===== src/rtl/mipi_csi_rx_raw_depacker_gen.sv =====
// CSI-2 RAW8/10/12/14 depacker: byte gearbox from LANES-byte payload beats to
// PIXEL_PER_CLK MSB-aligned pixels, with per-line pixel count and error flags.
module mipi_csi_rx_raw_depacker_gen #(
    parameter int LANES         = 4,
    parameter int PIXEL_PER_CLK = 4,
    parameter int PIXEL_WIDTH   = 16
) (
    input  logic                                 clk_i,
    input  logic                                 reset_i,
    input  logic                                 data_valid_i,
    input  logic [8*LANES-1:0]                   data_i,
    input  logic [2:0]                           packet_type_i,
    output logic                                 output_valid_o,
    output logic [PIXEL_WIDTH*PIXEL_PER_CLK-1:0] output_o,
    output logic                                 line_done_o,
    output logic [15:0]                          line_pixels_o,
    output logic                                 residual_err_o,
    output logic                                 unsupported_o
);
    localparam logic [2:0] RAW8  = 3'd2;
    localparam logic [2:0] RAW10 = 3'd3;
    localparam logic [2:0] RAW12 = 3'd4;
    localparam logic [2:0] RAW14 = 3'd5;

    localparam int GROUPS = PIXEL_PER_CLK / 4;
    localparam int CAP    = 7 * GROUPS + LANES - 1;
    localparam int BUF_W  = 8 * CAP;
    localparam int OCC_W  = $clog2(CAP + 1);
    localparam int OUT_W  = PIXEL_WIDTH * PIXEL_PER_CLK;
    localparam logic [15:0] PPC16 = 16'(PIXEL_PER_CLK);

    // Unpacks one 4-pixel group (up to 7 bytes, oldest byte in bits [7:0]) into
    // four 14-bit MSB-aligned pixels.
    function automatic logic [55:0] unpack4(input logic [2:0] t, input logic [55:0] g);
        logic [55:0] r;
        logic [23:0] w;
        r = '0;
        w = g[55:32];
        for (int p = 0; p < 4; p++) begin
            case (t)
                RAW10:   r[14*p +: 14] = {g[8*p +: 8], g[32+2*p +: 2], 4'b0};
                RAW12:   r[14*p +: 14] = {g[8*((p/2)*3 + p%2) +: 8],
                                          g[24*(p/2) + 16 + 4*(p%2) +: 4], 2'b0};
                RAW14:   r[14*p +: 14] = {g[8*p +: 8], w[6*p +: 6]};
                default: r[14*p +: 14] = {g[8*p +: 8], 6'b0};
            endcase
        end
        return r;
    endfunction

    logic [8*LANES-1:0] data_reg_q;
    logic               valid_reg_q;
    logic [2:0]         ptype_reg_q;
    logic [2:0]         type_q, type_d;
    logic               line_active_q, line_active_d;
    logic [BUF_W-1:0]   buf_q, buf_d;
    logic [OCC_W-1:0]   occ_q, occ_d;
    logic [15:0]        cnt_q, cnt_d;
    logic [OUT_W-1:0]   out_data_q, out_data_d;
    logic               out_valid_q, out_valid_d;
    logic               line_done_q, line_done_d;
    logic [15:0]        line_pixels_q, line_pixels_d;
    logic               residual_q, residual_d;
    logic               unsupported_q, unsupported_d;

    logic               line_start, line_end, supported, emit;
    logic [2:0]         cur_type;
    logic [OCC_W-1:0]   grp_bytes, beat_bytes, occ_app;
    logic [BUF_W-1:0]   appended;
    logic [55:0]        quad;
    logic [OUT_W-1:0]   pixels;
    logic [15:0]        cnt_base;

    // NOTE: every variable written here gets a default first, so no path can
    // leave one unassigned and infer a latch.
    always_comb begin
        line_start = valid_reg_q && !line_active_q;
        line_end   = !valid_reg_q && line_active_q;
        // The first beat of a line decodes with its own type, not last line's.
        cur_type   = line_start ? ptype_reg_q : type_q;
        supported  = (cur_type >= RAW8) && (cur_type <= RAW14);
        case (cur_type)
            RAW10:   grp_bytes = OCC_W'(5);
            RAW12:   grp_bytes = OCC_W'(6);
            RAW14:   grp_bytes = OCC_W'(7);
            default: grp_bytes = OCC_W'(4);
        endcase
        beat_bytes = grp_bytes * OCC_W'(GROUPS);
        appended   = buf_q | (BUF_W'(data_reg_q) << (8 * occ_q));
        occ_app    = occ_q + OCC_W'(LANES);
        emit       = valid_reg_q && supported && (occ_app >= beat_bytes);
        cnt_base   = line_start ? 16'd0 : cnt_q;

        pixels = '0;
        quad   = '0;
        for (int q = 0; q < GROUPS; q++) begin
            quad = unpack4(cur_type, 56'(appended >> (8 * grp_bytes * q)));
            for (int p = 0; p < 4; p++)
                pixels[PIXEL_WIDTH*(4*q+p) +: PIXEL_WIDTH] =
                    PIXEL_WIDTH'(quad[14*p +: 14]) << (PIXEL_WIDTH - 14);
        end

        type_d        = type_q;
        line_active_d = line_active_q;
        buf_d         = buf_q;
        occ_d         = occ_q;
        cnt_d         = cnt_q;
        out_data_d    = out_data_q;
        out_valid_d   = 1'b0;
        line_done_d   = 1'b0;
        line_pixels_d = line_pixels_q;
        residual_d    = 1'b0;
        unsupported_d = unsupported_q;

        if (line_start) begin
            type_d        = ptype_reg_q;
            cnt_d         = 16'd0;
            unsupported_d = !supported;
            line_active_d = 1'b1;
        end

        // Unsupported payload is simply never appended, so it is discarded.
        if (valid_reg_q && supported) begin
            if (emit) begin
                out_data_d  = pixels;
                out_valid_d = 1'b1;
                buf_d       = appended >> (8 * beat_bytes);
                occ_d       = occ_app - beat_bytes;
                cnt_d       = (cnt_base > 16'hFFFF - PPC16) ? 16'hFFFF : cnt_base + PPC16;
            end else begin
                buf_d = appended;
                occ_d = occ_app;
            end
        end

        if (line_end) begin
            line_done_d   = 1'b1;
            line_pixels_d = cnt_q;
            residual_d    = (occ_q != '0);
            buf_d         = '0;
            occ_d         = '0;
            line_active_d = 1'b0;
        end
    end

    // NOTE: sequential state is updated only with non-blocking assignments so
    // every flop samples the pre-edge values of the others.
    always_ff @(posedge clk_i or posedge reset_i) begin
        if (reset_i) begin
            data_reg_q    <= '0;
            valid_reg_q   <= 1'b0;
            ptype_reg_q   <= '0;
            type_q        <= RAW8;
            line_active_q <= 1'b0;
            // NOTE: the byte buffer is a flop vector, not a RAM, so it is
            // cleared here and an aborted line cannot leak bytes into the next.
            buf_q         <= '0;
            occ_q         <= '0;
            cnt_q         <= '0;
            out_data_q    <= '0;
            out_valid_q   <= 1'b0;
            line_done_q   <= 1'b0;
            line_pixels_q <= '0;
            residual_q    <= 1'b0;
            unsupported_q <= 1'b0;
        end else begin
            data_reg_q    <= data_i;
            valid_reg_q   <= data_valid_i;
            ptype_reg_q   <= packet_type_i;
            type_q        <= type_d;
            line_active_q <= line_active_d;
            buf_q         <= buf_d;
            occ_q         <= occ_d;
            cnt_q         <= cnt_d;
            out_data_q    <= out_data_d;
            out_valid_q   <= out_valid_d;
            line_done_q   <= line_done_d;
            line_pixels_q <= line_pixels_d;
            residual_q    <= residual_d;
            unsupported_q <= unsupported_d;
        end
    end

    assign output_valid_o = out_valid_q;
    assign output_o       = out_data_q;
    assign line_done_o    = line_done_q;
    assign line_pixels_o  = line_pixels_q;
    assign residual_err_o = residual_q;
    assign unsupported_o  = unsupported_q;

endmodule


===== config.mk =====
export PLATFORM = sky130hd
export DESIGN_NAME = mipi_csi_rx_raw_depacker_gen
export DESIGN_NICKNAME = d
export VERILOG_FILES = /design/src/rtl/mipi_csi_rx_raw_depacker_gen.sv
export SDC_FILE = /design/constraint.sdc
export NUM_CORES = 1
export LEC_CHECK = 0
export ABC_AREA = 1
export CORE_MARGIN = 3
export CORE_UTILIZATION = 38
export DETAILED_ROUTE_END_ITERATION = 12
export PLACE_DENSITY = 0.54
export SYNTH_ARGS = -nofsm -noshare
export SYNTH_HDL_FRONTEND = slang
export SYNTH_SLANG_ARGS = --single-unit

===== constraint.sdc =====
create_clock -name clk_i -period 10.7 [get_ports clk_i]
set_input_delay 2.14 -clock clk_i [delete_from_list [all_inputs] [get_ports clk_i]]
set_output_delay 2.14 -clock clk_i [all_outputs]
set_load 0.02 [all_outputs]

After elaboration in Yosys (flattened, before gate mapping). Index checks and enable logic that the tools add are counted.

$add $sub $neg: 3. Magnitude comparators: 4. Eq/ne operators: 3. Shifts and indexed selects: 2. Muxes and demuxes: 22. Bitwise logic cells: 1. Reduce and logical (&&, ||, !) cells: 12.

Operator list (number): 2-to-1 mux 80 bit (3); one-hot mux 14 bit (3 select lines) (2); OR 80 bit (1); << shifter 32 x 7 -> 80 bit (1); right shift 80 x 6 -> 80 bit (1); 2-to-1 mux 16 bit (4); one-hot mux 6 bit (3 select lines) (2); adder 16 x 3 -> 16 bit (second input constant) (1); > comparator 16 bit (second input constant) (1); 2-to-1 mux 4 bit (3); == test 3 bit (second input constant) (2); 2-to-1 mux 1 bit (6); one-hot mux 2 bit (3 select lines) (1); logical AND 1 bit (5); adder 4 x 3 -> 4 bit (second input constant) (1); >= comparator 4 bit (1); nonzero test 2 bit (2); nonzero test 4 bit (1); subtractor 4 x 3 -> 4 bit (1); == test 3 x 2 -> 1 bit (second input constant) (1); >= comparator 3 x 2 -> 1 bit (second input constant) (1); less-or-equal comparator 3 bit (second input constant) (1); logical NOT 1 bit (3); 2-to-1 mux 3 bit (1); AND reduction 2 bit (1).

Register bits: 216. Bits of input ports: 38. Logic and storage cells: 61.

Depth between registers and ports, before layout. Gate-level depths: netlist (run 1).

Word-level depth: 10. Depth in mapped cells: 22. Depth with buffers taken out: 20.

Least setup slack after synthesis (run 1). No wires, ideal clock.

Kind: register to register. Start: register valid_reg_q. End: register occ_q[3]. Setup time: 0.138 ns. Arrival: 2.886 ns. Required time: 10.562 ns. Path slack: 7.675 ns. Cell stages (with the launch flop): 19. Path buffers: 3. Cells stage by stage: dfrtp_1 ha_1 buf_4 o21ai_2 inv_1 nor2_2 buf_2 ha_1 inv_1 fa_1 a21oi_1 o21ai_2 inv_2 nor2_8 buf_4 nand3_1 o21ai_0 nand2_1 o21ai_0.

Longest elaborated chain between the ends: 9. Elaborated cells between the ends (all ways): 19. Those cells by class: add/sub: 1; order compare: 3; eq/ne: 3; mux: 5; reduce/logical: 7.

RTL lines: from (decl) (RTL line 52) `logic valid_reg_q;`; from (signal assigned) (RTL line 168) `valid_reg_q <= data_valid_i;`; logical AND 1 bit * (RTL line 77) `line_start = valid_reg_q && !line_active_q;`; named net line_start (RTL line 66) `logic line_start, line_end, supported, emit;`; 2-to-1 mux 3 bit *; named net cur_type[0] (RTL line 67) `logic [2:0] cur_type;`; == test 3 bit (tied with other cells) (RTL line 82) `case (cur_type)`; one-hot mux 2 bit (3 select lines) or logical AND 1 bit (tied branches) (RTL line 82, 81); >= comparator 4 bit or logical AND 1 bit (tied branches) (RTL line 91, 123); logical AND 1 bit (RTL line 91) `emit = valid_reg_q && supported && (occ_app >= beat_bytes);`; 2-to-1 mux 4 bit (RTL line 124) `if (emit) begin`; 2-to-1 mux 4 bit (RTL line 123) `if (valid_reg_q && supported) begin`; 2-to-1 mux 4 bit (RTL line 136) `if (line_end) begin`; to (signal assigned) (RTL line 158) `occ_q <= '0;`; to (signal assigned) (RTL line 173) `occ_q <= occ_d;`; to (decl) (RTL line 57) `logic [OCC_W-1:0] occ_q, occ_d;`.

The timed path passes the listed nets; every way through them passes the cells marked *. The select of a mux whose other input is x is not followed. A chain may end at the register's enable or synchronous reset.

Worst setup path in the final report (run 1).
Start: register line_active_q. End: register cnt_q[8].

Longest elaborated chain between the ends: 9. Elaborated cells between the ends (all ways): 19. Those cells by class: add/sub: 1; order compare: 4; eq/ne: 3; mux: 6; reduce/logical: 5.

RTL lines: from (decl) (RTL line 55) `logic line_active_q, line_active_d;`; from (signal assigned) (RTL line 171) `line_active_q <= line_active_d;`; logical NOT 1 bit * (RTL line 77); logical AND 1 bit * (RTL line 77); named net line_start (RTL line 66); 2-to-1 mux 3 bit; == test 3 bit (tied with other cells) (RTL line 82); one-hot mux 2 bit (3 select lines) or logical AND 1 bit (tied branches) (RTL line 82, 81); >= comparator 4 bit or logical AND 1 bit (tied branches) (RTL line 91, 123); logical AND 1 bit (RTL line 91); 2-to-1 mux 16 bit (RTL line 124); 2-to-1 mux 16 bit * (RTL line 123); named net cnt_d[8] (RTL line 58) `logic [15:0] cnt_q, cnt_d;`; to (signal assigned) (RTL line 174) `cnt_q <= cnt_d;`; to (decl) (RTL line 58).

The timed path passes the listed nets; every way through them passes the cells marked *.

==> impl_metrics.json, run 1 <==
{
  "period_needed_ns": 5.45,
  "finalPower_mw": 4.52,
  "ctsHoldBuffers": 0,
  "antenna_found_initial": 0,
  "dp.cells": 2079,
  "setup_viol": 0,
  "diodes": 0,
  "end_kind": "flop",
  "setup_ws_ns": 5.25,
  "ant_nets": 0,
  "p_leak_nw": 6.94,
  "grt.total_usage_pct": 24.5,
  "synth_top_area_share_pct": 45.0,
  "worst_slew_pin_slew_ns": 0.999,
  "via_count": 11363,
  "cts_sinks": 216,
  "synth_top_family_by_area": "simple AND/OR/NAND/NOR gates",
  "clock_tree.buffer_depth": 3,
  "syn_avg_cell_area_um2": 7.25,
  "yosysWarningCount": 0,
  "synth_flop_cell": "dfrtp_1",
  "synth-simple-area-share_pct": 30.3,
  "ys_seq_area_share_pct": 45.2,
  "synth-compound-area-share_pct": 14.2,
  "drv_cap": 0,
  "grt_max_degree": 111,
  "drive_above_1_share_pct": 4.98,
  "post_cts_buffers": 0,
  "place_congestion": 0.915,
  "grt_pass1_vias": 10657,
  "slew_viol_final": 0,
  "synth_xor_area_share_pct": 0.0733,
  "avgViaCountPerCell": 5.35,
  "crit_fanout": 69,
  "synth_fa_ha_area_share_pct": 1.01,
  "finalCoreUtilization_pct": 45.6,
  "min-delay-start": "buf_q[14]",
  "cts_buffers": 26,
  "cts_tree": "yes",
  "holdPathStages": 2,
  "whs_endpoint": "buf_q[14]",
  "synth_edf_count": 0,
  "firstDrtPassIters": 6,
  "finalHoldViolCount": 0,
  "regToRegEndpoint": "cnt_q[8]",
  "drt-total-wl_um": 41500,
  "stdcell_area_um2": 14100,
  "grt_pass1_wl_um": 64500,
  "cts_repair_resize_count": 0,
  "crit_required_ns": 11.07,
  "rr_worst_depth": 22,
  "fill_cells": 3145,
  "die_w_um": 183,
  "place_ws_ns": 5.28,
  "worst_clock_skew_ns": 0.0171,
  "r2r-start": "line_active_q",
  "fp.dieH_um": 183,
  "cp-start-kind": "flop",
  "drc": 0,
  "core_area_um2": 30800,
  "timing.hold.ws_ns": 0.475,
  "yosys.area.top_type": "dfrtp_1",
  "fin_cells": 2123,
  "synth-async-reset-ratio_pct": 100,
  "area_growth_pct": 17.6,
  "synthCells": 1648,
  "wire_per_inst_um": 19.5,
  "ir_drop_mv": 0.150,
  "dpl_cell_area_um2": 13200,
  "grt-ovfl-total": 0,
  "ios": 122,
  "dpl.hpwl_um": 28500,
  "outcome": "finished, final reports clean",
  "io_buffers": 113,
  "nets": 1758,
  "clock_latency_ns": 0.54,
  "cts-htree-levels": 1,
  "worstSetupPathType": "reg -> reg",
  "arrival_ns": 5.82,
  "relSlewSlack_pct": 33.4,
  "fin_crit_sh_pct": 50.9,
  "rrSetupSlack_ns": 5.25,
  "drt_iter0_markers": 1368,
  "power_density_nw_per_um2": 322,
  "rows": 64,
  "ys_types": 46,
  "hold_path_class": "reg -> reg",
  "cts_root_buffer": "clkbuf_16",
  "synthMuxAreaShare_pct": 0,
  "initial_core_util_pct": 38.8,
  "ys_ff_latch": 216,
  "fmax_mhz": 183,
  "setup_tns_ns": 0,
  "die-area_um2": 33600,
  "netlist_area_um2": 11900,
  "synth_area_leaders": "dfrtp_1 45%, nand2_1 20%, o21ai_0 5.7%",
  "rsz0062_at_grt": "no",
  "clkTransAtPathRegs_ns": 0.06
}
[layer usage]
metal	vias to the layer above	routed length, um	global-route usage [%]
li1	5417	-	-
met1	5389	20300	39.1
met2	513	17100	35.3
met3	44	3380	3.65
met4	0	684	4.57
met5	-	0	0
[cells in the mapped netlist (4+ instances only)]
cell type,number
a21o_1,10
a21oi_1,33
a22o_1,4
a31oi_1,7
a41o_1,7
buf_1,4
buf_2,48
buf_4,19
clkbuf_1,25
dfrtp_1,215
ha_1,8
inv_1,144
inv_2,7
nand2_1,635
nand2_2,6
nand3_1,128
nand4_1,21
nor2_1,71
nor2_2,4
o211ai_1,14
o21ai_0,137
o21ai_1,37
o21bai_1,22
o221ai_1,7
[flip-flops by register name, summed over array words and instances (netlist names)]
signal / flops
buf_q: 80
line_done_o: 1
cnt_q: 16
line_pixels_o: 16
data_reg_q: 32
valid_reg_q: 1
type_q: 3
ptype_reg_q: 3
residual_err_o: 1
output_valid_o: 1
unsupported_o: 1
line_active_q: 1
output_o: 56
occ_q: 4
[report_power, final]
part | total, mW | internal, mW | switching, mW
registers | 1.12 | 1.01 | 0.111
clock network | 0.900 | 0.544 | 0.357
logic | 2.50 | 0.682 | 1.82
[layout make-up]
cell class                      instances  area, um^2  area share [%]
Timing Repair Buffer                  127        1240            8.80
Sequential cell                       216        5410            38.5
Multi-Input combinational cell       1186        5470            38.9
Clock buffer                           34         722            5.14
Inverter                              154         587            4.18
Tap cell                              396         495            3.53
Clock inverter                         10         134           0.953
[cell families after synthesis]
kind of cell / count (synthesis)
buffers and inverters: 253
flip-flops: 216
adder cells (fa/ha/maj): 9
AND/OR/NAND/NOR: 878
other: 1
XOR/XNOR: 1
AO/OA/AOI/OAI: 290
[placed cells by master, fill, tap and decap left out, types with 10 or more instances in the layout]
| cell | count |
|---|---|
| o21ai_1 | 37 |
| o21bai_1 | 22 |
| a21oi_1 | 33 |
| buf_4 | 14 |
| nand4_1 | 21 |
| clkdlybuf4s50_1 | 113 |
| nand2_1 | 635 |
| inv_1 | 143 |
| o211ai_1 | 14 |
| dfrtp_1 | 215 |
| nand3_1 | 128 |
| clkbuf_16 | 27 |
| a21o_1 | 10 |
| o21ai_0 | 137 |
| nor2_1 | 71 |
[worst max path at each step]
stage | start | endpoint | slack, ns | cells past startpoint
CTS | line_active_q | cnt_q[8] | 5.25 | 22
floorplan | reset_i | buf_q[0] | 2.65 | 1
global placement | line_active_q | cnt_q[8] | 5.39 | 22
finish | line_active_q | cnt_q[8] | 5.25 | 22
detailed placement | line_active_q | cnt_q[8] | 5.28 | 22
global route | line_active_q | cnt_q[8] | 4.80 | 22
[worst max-delay path: stages (launching register included)]
cell     delay [ns]
dfrtp_1        0.39
inv_1          0.06
ha_1           0.65
inv_1          0.40
nand2_1        0.17
nand2_1        0.11
nand2_1        0.08
nand2_1        0.09
nor2_2         0.08
buf_4          0.40
ha_1           0.23
inv_1          0.06
fa_1           0.38
a21oi_1        0.17
o21ai_2        0.09
buf_4          0.27
nand2_2        0.45
buf_4          0.70
nor2_4         0.08
nand2_1        0.14
inv_2          0.06
o21ai_0        0.07
nand3_1        0.09
No activity file was read; power rests on OpenSTA's default activity.
==> run 2, diff against run 1 <==
Settings changed: PLACE_DENSITY 0.54 to 0.56.
Clock period 10.7 ns to 4.75 ns, I/O delays scaled along.
==> run 2 against run 1 <==
Net effect:
- flip-flop and latch count unchanged
- sequential share of layout area down 0.20 points
- global-route usage down 0.10 points
- die area unchanged
- first-iteration DRC count down 30%
- register-to-register slack worse by 4.5 ns
- total power is 130% higher
- via count rose by 0.25%
- highest routed layer unchanged
- final cell count increased by 0.42%
- combinational power increased by 130%
- non-clock buffer count grew 8
- utilization increased by 0.24 points
==> impl_metrics.json, run 2 (synthesis results as in run 1) <==
{
  "outcome": "finished, final reports clean",
  "clock_tree.buffer_depth": 3,
  "slew_viol_final": 0,
  "cp-start-kind": "flop",
  "seqPwrFrac_pct": 24.9,
  "drt-total-wl_um": 41500,
  "cp_cell_sequence": "ha_1, buf_4, inv_1, nand2_1, nand2_2, nand2_4, ha_1, a21oi_1, o21ai_2, inv_2, nor2_8, o2111ai_1, nand3_1",
  "place_congestion": 0.925,
  "final_cell_mix": "635 x nand2_1, 215 x dfrtp_1, 143 x inv_1, 137 x o21ai_0, 128 x nand3_1",
  "dpl.hpwl_um": 28600,
  "pwr-share-clk_pct": 19.5,
  "drive_above_1_share_pct": 5.59,
  "initial_core_util_pct": 38.8,
  "cts_sinks": 216,
  "cp.buffers_inverters": 3,
  "drv_cap": 0,
  "firstDrtPassIters": 6,
  "clock_latency_ns": 0.55,
  "io_buffers": 113,
  "grt.total_usage_pct": 24.4,
  "rrSetupSlack_ns": 0.74,
  "setup_tns_ns": 0,
  "ios": 122,
  "p_leak_nw": 6.98,
  "post_cts_buffers": 0,
  "nets": 1766,
  "cp_common_cell": "ha_1",
  "grt_pass1_vias": 10754,
  "fmax_mhz": 249,
  "cp-startpoint": "valid_reg_q",
  "finalHoldViolCount": 0,
  "ir_drop_mv": 0.405,
  "cts_buffers": 26,
  "swShare_pct": 50.9,
  "avgViaCountPerCell": 5.34,
  "grt_max_degree": 130,
  "worst_slew_pin_slew_ns": 1.15,
  "largest_reg_flops": 80,
  "critPathTopFamily": "simple AND/OR/NAND/NOR gates",
  "rows": 64,
  "grt-ovfl-total": 0,
  "fill_cells": 3115,
  "drt_iter0_markers": 964,
  "arrival_ns": 4.47,
  "clkTransAtPathRegs_ns": 0.06,
  "cts_root_buffer": "clkbuf_16",
  "fp.dieH_um": 183,
  "r2r-start": "valid_reg_q",
  "cts_repair_resize_count": 0,
  "period_needed_ns": 4.01,
  "p_sw_mw": 5.22,
  "worstSetupPathType": "reg -> reg",
  "timing.hold.ws_ns": 0.474,
  "drc": 0,
  "hold_path_class": "reg -> reg",
  "diodes": 0,
  "grt_pass1_wl_um": 64100,
  "intPower_mw": 5.04,
  "core_area_um2": 30800,
  "die-area_um2": 33600,
  "end_kind": "flop",
  "max_stage_delay_ns": 0.63,
  "area_growth_pct": 18.2,
  "cts_tree": "yes",
  "worst_clock_skew_ns": 0.0173,
  "final_common_cell": "nand2_1",
  "top_register": "buf_q",
  "crit_required_ns": 5.20,
  "rsz0062_at_grt": "no",
  "die_w_um": 183,
  "ctsHoldBuffers": 0,
  "cts-htree-levels": 1,
  "worst_path_max_delay_cell": "o2111ai_1",
  "min-delay-start": "buf_q[15]",
  "setup_viol": 0,
  "crit_fanout": 37,
  "fin_crit_sh_pct": 84.5,
  "relSlewSlack_pct": 22.9,
  "via_count": 11391,
  "wire_per_inst_um": 19.5,
  "ant_nets": 0,
  "power_density_nw_per_um2": 726,
  "antenna_found_initial": 0,
  "comb_power_share_pct": 55.6
}
-- run 2: power groups by stage --
stage | logic (mW) | registers, mW | clock network [mW]
after floorplan | 3.45 | 2.72 | 0
after global placement | 5.54 | 2.58 | 0
after detailed placement | 5.56 | 2.59 | 0
after CTS | 5.57 | 2.56 | 2.04
after global routing | 6.18 | 2.61 | 2.11
final | 5.71 | 2.56 | 2.00
-- run 2: area by class of cell --
class                           instances  area [um^2]  area share (%)
Sequential cell                       216         5410            38.3
Timing Repair Buffer                  135         1320            9.35
Inverter                              154          583            4.13
Clock buffer                           30          676            4.78
Tap cell                              396          495            3.51
Clock inverter                         15          174            1.23
Multi-Input combinational cell       1186         5470            38.7
-- run 2: routing by layer --
layer	vias up	GRT usage, %	share of wire [%]
met5	-	0	0
met4	0	6.46	2.4
met3	57	5.69	9.6
met2	530	34.7	41
met1	5378	37.2	47
li1	5426	-	-
-- run 2: worst min-delay path, delay by kind of cell (launching register included) --
kind | cells | cell delay (ns)
DFF | 1 | 0.34
and+or+nand+nor | 2 | 0.10
-- run 2: path summary, 6_finish.rpt --
path                                      to  cells after the start
worst min-delay path               buf_q[15]                      2
worst min register to register     buf_q[15]                      2
min in group asynchronous       output_o[53]                      2
max in group asynchronous           occ_q[2]                      3
worst max-delay path               cnt_q[15]                     13
worst max register to register     cnt_q[15]                     13
-- run 2: stage by stage --
stage               setup slack [ns]  area (um^2)  cells  total power, mW  util (%)
detailed placement             0.826        13300   2087             8.14      43.1
floorplan                      0.989        12000   1655             6.18         -
global placement               0.974        13300   2087             8.12      43.1
global route                   0.367        14100   2132             10.9      45.8
finish                         0.738        14100   2132             10.3      45.8
CTS                            0.817        14100   2132             10.2      45.8
